--- config.mk ---
export PLATFORM = sky130hd
export DESIGN_NAME = param_up_down_counter
export DESIGN_NICKNAME = d
export VERILOG_FILES = /design/src/rtl/param_up_down_counter.sv
export SDC_FILE = /design/constraint.sdc
export NUM_CORES = 1
export LEC_CHECK = 0
export CAP_MARGIN = 30
export CORE_AREA = 2 2 59 61
export CTS_CLUSTER_DIAMETER = 50
export DETAILED_ROUTE_END_ITERATION = 8
export DIE_AREA = 0 0 61 63
export SYNTH_ARGS = -nofsm -noshare
export SYNTH_HDL_FRONTEND = slang
export SYNTH_SLANG_ARGS = --single-unit
--- constraint.sdc ---
create_clock -name clk -period 2.35 [get_ports clk]
set_input_delay 0.47 -clock clk [delete_from_list [all_inputs] [get_ports clk]]
set_output_delay 0.47 -clock clk [all_outputs]
set_load 0.005 [all_outputs]
--- src/rtl/param_up_down_counter.sv ---
// Up/down counter with a runtime modulus, stepped by a programmable clock-enable divider.
// Synchronous load, wrap or saturate at the bounds, and one-cycle tick/tc pulses.
module param_up_down_counter #(
  parameter int WIDTH     = 4,
  parameter int DIV_WIDTH = 8
) (
  input  logic                 clk,
  input  logic                 rst,
  input  logic                 enable,
  input  logic                 sel,
  input  logic [DIV_WIDTH-1:0] div_ratio,
  input  logic [WIDTH-1:0]     mod_max,
  input  logic                 sat_mode,
  input  logic                 load,
  input  logic [WIDTH-1:0]     load_val,
  output logic [WIDTH-1:0]     count,
  output logic                 tick,
  output logic                 tc
);

  logic [DIV_WIDTH-1:0] div_cnt;
  logic                 step_due;
  logic [WIDTH-1:0]     step_count;
  logic                 step_tc;
  logic [WIDTH-1:0]     load_count;

  assign step_due   = (div_cnt == div_ratio);
  assign load_count = (load_val > mod_max) ? mod_max : load_val;

  // The next count if a step is applied this edge. A count left above a shrunk
  // modulus is pulled back to mod_max on a down step without flagging tc.
  always_comb begin
    step_count = count;
    step_tc    = 1'b0;
    if (!sel) begin
      if (count < mod_max) begin
        step_count = count + 1'b1;
      end else begin
        step_count = sat_mode ? mod_max : '0;
        step_tc    = 1'b1;
      end
    end else begin
      if (count > mod_max) begin
        step_count = mod_max;
      end else if (count != '0) begin
        step_count = count - 1'b1;
      end else begin
        step_count = sat_mode ? '0 : mod_max;
        step_tc    = 1'b1;
      end
    end
  end

  always_ff @(posedge clk or negedge rst) begin
    if (!rst) begin
      count   <= '0;
      div_cnt <= '0;
      tick    <= 1'b0;
      tc      <= 1'b0;
    end else if (load) begin
      count   <= load_count;
      div_cnt <= '0;
      tick    <= 1'b0;
      tc      <= 1'b0;
    end else if (!enable) begin
      tick <= 1'b0;
      tc   <= 1'b0;
    end else if (step_due) begin
      count   <= step_count;
      div_cnt <= '0;
      tick    <= 1'b1;
      tc      <= step_tc;
    end else begin
      // A ratio lowered below div_cnt lets div_cnt run to its natural wrap.
      div_cnt <= div_cnt + 1'b1;
      tick    <= 1'b0;
      tc      <= 1'b0;
    end
  end

endmodule

# Word-level counts from Yosys, hierarchy flattened
# Cells that the tools add are included.
dict set report word_totals {
  register_bits 14
  output_inout_bits 6
  wordCells 38
}
dict set report classes {
  addsub 3
  magnitude_cmp 3
  eq_ne 1
  muxes 23
  reduce_logical 4
}
# cell n
set op_table {}
lappend op_table {{two-way mux 4 bit} 10}
lappend op_table {{two-way mux 8 bit} 3}
lappend op_table {{two-way mux 1 bit} 10}
lappend op_table {{adder 8 x 1 -> 8 bit, second input constant} 1}
lappend op_table {{equality test 8 bit} 1}
lappend op_table {{> comparator 4 bit} 2}
lappend op_table {{adder 4 x 1 -> 4 bit, second input constant} 1}
lappend op_table {{< comparator 4 bit} 1}
lappend op_table {{nonzero test 2 bit} 2}
lappend op_table {{nonzero test 4 bit} 1}
lappend op_table {{subtractor 4 x 1 -> 4 bit, second input constant} 1}
lappend op_table {{AND reduction 2 bit} 1}

# Longest topological paths before layout
# Gate-level depths: netlist of run 1.
dict set report depth {
  word_depth 7
  ltp_mapped 8
  depth_no_buf 8
}

# Worst setup path before layout of run 1
# Ideal clock, no wire load.
dict set report synth_timing {
  path_kind {in2reg}
  start {input mod_max[1]}
  end {register count[1]}
  setup_time_ps 81
  t_arrival_ps 2097
  t_required_ps 2269
  path_slack_ps 171
  cell_stages 8
  path_buffers 0
  cell_sequence {inv_1 > ha_1 > nor2b_1 > o211ai_1 > a21boi_1 > or3_1 > a311o_1 > a31oi_2}
}
dict set report synth_via {
  elab_chain_cells 7
  elab_cells_between_ends 13
  classes_between {order compare: 3; mux: 10}
}
# item line
set synth_lines {}
lappend synth_lines {{start: declaration} 12} ;# input logic [WIDTH-1:0] mod_max,
lappend synth_lines {{branches (longest 6 deep; another with < comparator 4 bit)} -}
lappend synth_lines {{two-way mux 4 bit (*)} 60} ;# end else if (load) begin
lappend synth_lines {{end signal: assignment} 61} ;# count <= load_count;
lappend synth_lines {{end signal: assignment} 69} ;# count <= step_count;
lappend synth_lines {{end: declaration} 16} ;# output logic [WIDTH-1:0] count,
# Mark *: on every way between the ends. The select of a mux whose other input is x is not followed.
# A chain may end at the register's enable or synchronous reset.

# Final worst setup path of run 1
dict set report layout_timing {
  start {input mod_max[3]}
  end {register count[1]}
}
dict set report layout_via {
  elab_chain_cells 6
  elab_cells_between_ends 10
  classes_between {order compare: 3; mux: 7}
}
# item line
set layout_lines {}
lappend layout_lines {{< comparator 4 bit / > comparator 4 bit (equally long branches)} {36, 43}}
lappend layout_lines {{two-way mux 4 bit, on equally long branches} {36, 43}}
lappend layout_lines {{two-way mux 4 bit} 35} ;# if (!sel) begin
lappend layout_lines {{two-way mux 4 bit} 68} ;# end else if (step_due) begin
lappend layout_lines {{two-way mux 4 bit} 65} ;# end else if (!enable) begin
lappend layout_lines {{two-way mux 4 bit (*)} 60}
# Every way passes the cells marked *; elsewhere a longest branch is shown, timed or not. The select of a mux whose other input is x is not followed.

==> results.py, run 1 <==
metrics = {
    "synth": {
        "synth_top_family_by_area": "compound AO/OA/AOI/OAI gates",
        "synth_edf_count": 0,
        "synth-compound-area-share_pct": 20.4,
        "yosys_warnings": 0,
        "avgSynthCellArea_um2": 8.66,
        "ys.flop_type": "dfrtp_1",
        "ys_ff_latch": 14,
        "synth_nets": 178,
        "synth_cell_types": 45,
        "yosys.area_share.simple_pct": 18.6,
        "synth_area_um2": 1250,
        "async_reset_ff_share_pct": 100,
        "ys_seq_area_share_pct": 28.1,
        "synth_fa_ha_area_share_pct": 12.0,
        "muxShareOfSynthArea_pct": 3.41,
        "synth_cells": 144,
        "synth_xor_xnor_area_share_pct": 12.6,
    },
    "final_layout": {
        "fin_area_um2": 1880,
        "num-fill-cells": 300,
        "layout_commonest_cell": "buf_4",
        "antenna_cells": 0,
        "drive_above_1_share_pct": 25.0,
        "mostFrequentLayoutCells": "28 x buf_4, 26 x clkdlybuf4s50_1, 16 x nor2_1, 14 x dfrtp_1, 12 x xor2_1",
        "instances_no_fill": 246,
        "nNetsFinal": 235,
        "multiInputGateArea_um2": 913,
        "seq_area_um2": 350,
        "areaGrowthSynthToFinish_pct": 50.6,
    },
    "run_status": {
        "status": "finished, final reports clean",
    },
    "global_route": {
        "grt_pass1_vias": 1288,
        "antenna_found_initial": 0,
        "grt_max_degree": 15,
        "overflow": 0,
        "grt_usage_pct": 19.8,
        "grt_first_pass_wirelength_um": 5910,
    },
    "critical_path": {
        "cp.arrival_ps": 2470,
        "cp_slowest_cell": "clkdlybuf4s50_1",
        "path_max_fanout": 5,
        "crit_chain": "clkdlybuf4s50_1 -> inv_2 -> ha_4 -> nand4_4 -> a21boi_1 -> or3_1 -> a311o_1 -> a31oi_2",
        "worst_path_largest_cell_delay_ps": 490,
        "worst-setup-path-type": "in2reg",
        "critPathRequiredTime_ps": 2550,
        "cp-end-kind": "flip-flop",
        "start_kind": "input port",
    },
    "drt": {
        "routed_wl_um": 3490,
        "drt_iter0_drc": 32,
        "dr.pass1.iters": 4,
        "ant_nets": 0,
        "drcViolationCount": 0,
        "via_per_inst": 5.27,
        "avgRoutedWirePerCell_um": 14.2,
        "vias": 1296,
    },
    "sta": {
        "slew_violations": 0,
        "rsz0062_at_grt": "yes",
        "hold_viol": 0,
        "min_period_ps": 2270,
        "worst_slew_margin_rel_pct": 56.3,
        "skew_ps": 6.14,
        "worst_slew_pin_slew_ps": 653,
        "setup_viol": 0,
        "post-route-period-util_pct": 96.6,
        "timing.fmax_ghz": 0.441,
    },
    "clocking": {
        "htree_levels": 1,
        "path_clk_slew_ps": 90,
        "worstSkewPairLatency_ps": 280,
        "cts-buffers-inserted": 3,
        "cts_tree": "done",
        "cts.sinks": 14,
        "root_buffer": "clkbuf_4",
        "max-clock-path-buffers": 2,
    },
    "floorplanning": {
        "start_util_pct": 38.6,
        "ioPinCount": 28,
        "die_w_um": 61,
        "core_area_um2": 3230,
        "die_y_um": 63,
        "dieArea_um2": 3840,
        "placementRows": 21,
    },
    "power_and_ir_drop": {
        "worst_ir_drop_vdd_mv": 0.305,
        "p_leak_uw": 0.000848,
        "p_per_area_nw_per_um2": 489,
        "power.total_uw": 919,
    },
    "placement": {
        "dp_hpwl_um": 2720,
        "placed_cell_area_um2": 1740,
        "dp_cells": 239,
        "io_buffers": 27,
        "place_congestion": 0.931,
    },
    "flow_run": {
        "drv_cap": 0,
    },
    "worst_hold_path": {
        "hold_path_class": "in2async",
    },
}
synth_stat cells (2+ instances only):
master	n	share of area [%]
dfrtp_1	14	28
a31oi_1	2	1.0
nand3_1	7	2.8
mux2i_1	2	1.6
a211oi_1	2	1.2
mux2_2	2	1.8
nand4_1	2	1.0
inv_1	11	3.3
o211ai_1	4	2.4
a21oi_1	6	2.4
o21ai_1	2	0.80
xnor2_1	6	4.2
ha_1	12	12
nor2_1	16	4.8
o21ai_0	3	1.2
nor4_1	2	1.0
nor3_1	2	0.80
nand2_1	11	3.3
xor2_1	12	8.4
worst max-delay path, delay by kind of cell:
kind | cells | cell delay [ps]
compound gates | 3 | 650
simple gates | 2 | 500
buf+inv | 2 | 550
fa+ha+maj | 1 | 300
what timing repair did:
| action | in CTS | in global routing |
|---|---|---|
| endpoints found under the setup margin | 4 | 4 |
| pin swaps | 5 | 2 |
| buffers inserted | 3 | 0 |
| gates resized for setup | 8 | 7 |
| cloned | 0 | 0 |
| hold buffers | 0 | 0 |
final timing paths:
path / from / to / slack, ps / cells after the start
worst max-delay path: mod_max[3] / count[1] / 80 / 8
worst min-delay path: rst / div_cnt[4] / 580 / 1
worst max register to register: count[1] / count[1] / 200 / 7
worst min register to register: div_cnt[7] / div_cnt[7] / 590 / 2
max in group asynchronous: rst / count[3] / 1350 / 1
min in group clk: div_cnt[7] / div_cnt[7] / 590 / 2
area by class of cell:
type / instances / share of cell area, %
multi-input combinational: 116 / 48.6
timing repair buffer: 55 / 25.5
sequential: 14 / 18.7
tap: 46 / 3.06
inverter: 11 / 2.20
clock buffer: 4 / 1.93
logic make-up after synthesis:
kind of cell,count (synthesis)
simple gates,48
compound gates,34
xor+xnor,18
buf+inv,14
flops,14
fa+ha+maj,12
mux,4
per-layer routing:
metal	vias to the layer above	global-route usage, %	wire length, µm
met5	-	0	0
met4	0	5.71	23
met3	4	1.66	151
met2	38	33.7	1800
met1	624	26.1	1520
li1	630	-	-
power breakdown:
part	internal, µW	switching, µW
sequential	255	19.2
clock	94.3	81.8
combinational	256	213
total	606	314
metrics by stage:
step           worst slack [ps]  TNS (ps)  hold WS (ps)  util [%]
2_1_floorplan               171         0           174         -
3_3_place_gp               -374     -1350           548      53.9
3_5_place_dp               -460     -1630           577      53.9
4_1_cts                    36.6         0           598      57.2
5_1_grt                   -6.12     -6.12           612      58.1
6_report                   80.9         0           580      58.1
sequential cells by signal, summed over array words and instances (netlist names):
register	cells
tick	1
tc	1
count	4
div_cnt	8
(Power assumes the default switching activity.)
==> run 2: changes to the inputs <==
CORE_AREA = 2 2 53 55   (was 2 2 59 61)
DIE_AREA = 0 0 55 57   (was 0 0 61 63)
PLACE_DENSITY = 0.78   (was unset)
clock period = 2.3 ns   (was 2.35 ns; I/O delays follow)
==> results.py, run 2 (synthesis gave the netlist of run 1 again) <==
metrics = {
    "clocking": {
        "root_buffer": "clkbuf_4",
        "htree_levels": 1,
        "worstSkewPairLatency_ps": 290,
        "cts_tree": "done",
        "path_clk_slew_ps": 90,
        "cts-buffers-inserted": 3,
        "max-clock-path-buffers": 2,
        "cts.sinks": 14,
    },
    "power_and_ir_drop": {
        "p_int_uw": 608,
        "netSwitchingFraction_pct": 34.5,
        "worst_ir_drop_vdd_mv": 0.389,
        "switching_power_uw": 320,
        "clkPwrFrac_pct": 19.8,
        "p_per_area_nw_per_um2": 506,
        "comb_power_share_pct": 50.1,
        "p_leak_uw": 0.000849,
        "seq_power_share_pct": 30.1,
    },
    "drt": {
        "vias": 1319,
        "drcViolationCount": 0,
        "via_per_inst": 5.76,
        "avgRoutedWirePerCell_um": 15.3,
        "dr.pass1.iters": 4,
        "ant_nets": 0,
        "drt_iter0_drc": 28,
        "routed_wl_um": 3500,
    },
    "final_layout": {
        "reg_top3": "div_cnt (8), count (4)",
        "antenna_cells": 0,
        "num-fill-cells": 197,
        "drive_above_1_share_pct": 23.2,
        "areaGrowthSynthToFinish_pct": 47.1,
        "mostFrequentLayoutCells": "26 x clkdlybuf4s50_1, 26 x buf_4, 16 x nor2_1, 14 x dfrtp_1, 12 x xor2_1",
        "largest_reg_flops": 8,
        "fin_area_um2": 1840,
        "largest_register": "div_cnt",
        "nNetsFinal": 233,
    },
    "critical_path": {
        "worst-setup-path-type": "in2reg",
        "start_kind": "input port",
        "rr_worst_depth": 8,
        "r2r_slack_ps": 210,
        "cp.arrival_ps": 2470,
        "path_max_fanout": 4,
        "regToRegEndpoint": "count[1]",
        "crit_chain": "clkdlybuf4s50_1 -> inv_2 -> buf_4 -> ha_1 -> o21ai_0 -> a21oi_1 -> o21ai_1 -> buf_4 -> mux2_2 -> nand2_1 -> a31oi_2",
        "cpMostUsedCell": "buf_4",
        "crit_end": "count[1]",
        "crit_start": "mod_max[3]",
        "worst_path_largest_cell_delay_ps": 500,
        "reg2reg_from": "count[1]",
        "cp-end-kind": "flip-flop",
        "cp_slowest_cell": "clkdlybuf4s50_1",
        "critPathRequiredTime_ps": 2480,
    },
    "floorplanning": {
        "dieArea_um2": 3140,
        "placementRows": 19,
        "die_y_um": 57,
        "start_util_pct": 47.7,
        "die_w_um": 55,
        "ioPinCount": 28,
        "core_area_um2": 2620,
    },
    "sta": {
        "worst_slew_margin_rel_pct": 56.3,
        "post-route-period-util_pct": 99.6,
        "worst_slew_pin_slew_ps": 654,
        "setup_viol": 0,
        "rsz0062_at_grt": "no",
        "tns_ps": 0,
        "hold_viol": 0,
        "timing.fmax_ghz": 0.437,
        "min_period_ps": 2290,
        "slew_violations": 0,
        "timing.hold.ws_ps": 561,
        "skew_ps": 7.55,
    },
    "global_route": {
        "grt_usage_pct": 24.9,
        "antenna_found_initial": 0,
        "grt_first_pass_wirelength_um": 5690,
        "grt_max_degree": 15,
        "overflow": 0,
        "grt_pass1_vias": 1277,
    },
    "placement": {
        "dp_hpwl_um": 2800,
        "placed_cell_area_um2": 1720,
        "io_buffers": 27,
        "place_congestion": 0.993,
    },
    "worst_hold_path": {
        "hold_path_class": "in2async",
    },
    "run_status": {
        "status": "finished, final reports clean",
    },
    "flow_run": {
        "drv_cap": 0,
    },
}
## run 2: cell count changes in the layout (fill, tap and decap cells not counted), sizes merged
cell / previous run / this run
dlygate4sd2: 1 / 0
buf: 28 / 26
dlymetal6s2s: 0 / 1
## run 2: worst min-delay path by stage
stage	startpoint	endpoint	slack, ps	cells past startpoint
finish	rst	count[1]	560	1
global route	rst	count[1]	590	1
CTS	rst	count[1]	590	1
detailed placement	div_cnt[7]	div_cnt[7]	560	2
global placement	div_cnt[7]	div_cnt[7]	550	2
floorplan	rst	count[0]	160	0
## run 2: critical path, delay by kind of cell
family          cells  cell delay [ps]
simple gates        1               80
buf+inv             4              860
compound gates      4              440
fa+ha+maj           1              310
mux                 1              320
## run 2: power groups by stage
stage               clock network, µW  registers (µW)  logic [µW]
finish                            184             279         465
global route                      194             280         500
CTS                               182             278         446
detailed placement                  0             280         422
global placement                    0             279         403
floorplan                           0             287         217
## run 2: final cells by class
cell class	instances	area, µm²	share of cell area, %
tap	31	38.8	2.11
multi-input combinational	116	901	49.1
sequential	14	350	19.1
clock buffer	4	36.3	1.98
timing repair buffer	53	468	25.5
inverter	11	41.3	2.25
## run 2: per-layer routing
metal	track usage [%]	vias up	routed length (µm)
li1	-	630	-
met5	0	-	0
met2	43.2	40	1810
met3	2.62	19	96
met4	13.2	0	127
met1	29.1	630	1460
## run 2: metrics by stage
step	utilization [%]	power, µW	cells	setup WS (ps)
6_report	70.2	928	229	9.72
5_1_grt	70.2	975	229	3.52
4_1_cts	69.1	906	229	4.05
3_5_place_dp	65.9	702	224	-444
3_3_place_gp	65.9	682	224	-358
2_1_floorplan	-	504	144	131
## run 2: timing repair
item,in CTS,in global routing
cloned,0,0
pin swaps,5,2
resized for setup,6,5
endpoints found under the hold margin,0,0
setup buffers,1,0
hold buffers,0,0
endpoints found under the setup margin,4,4
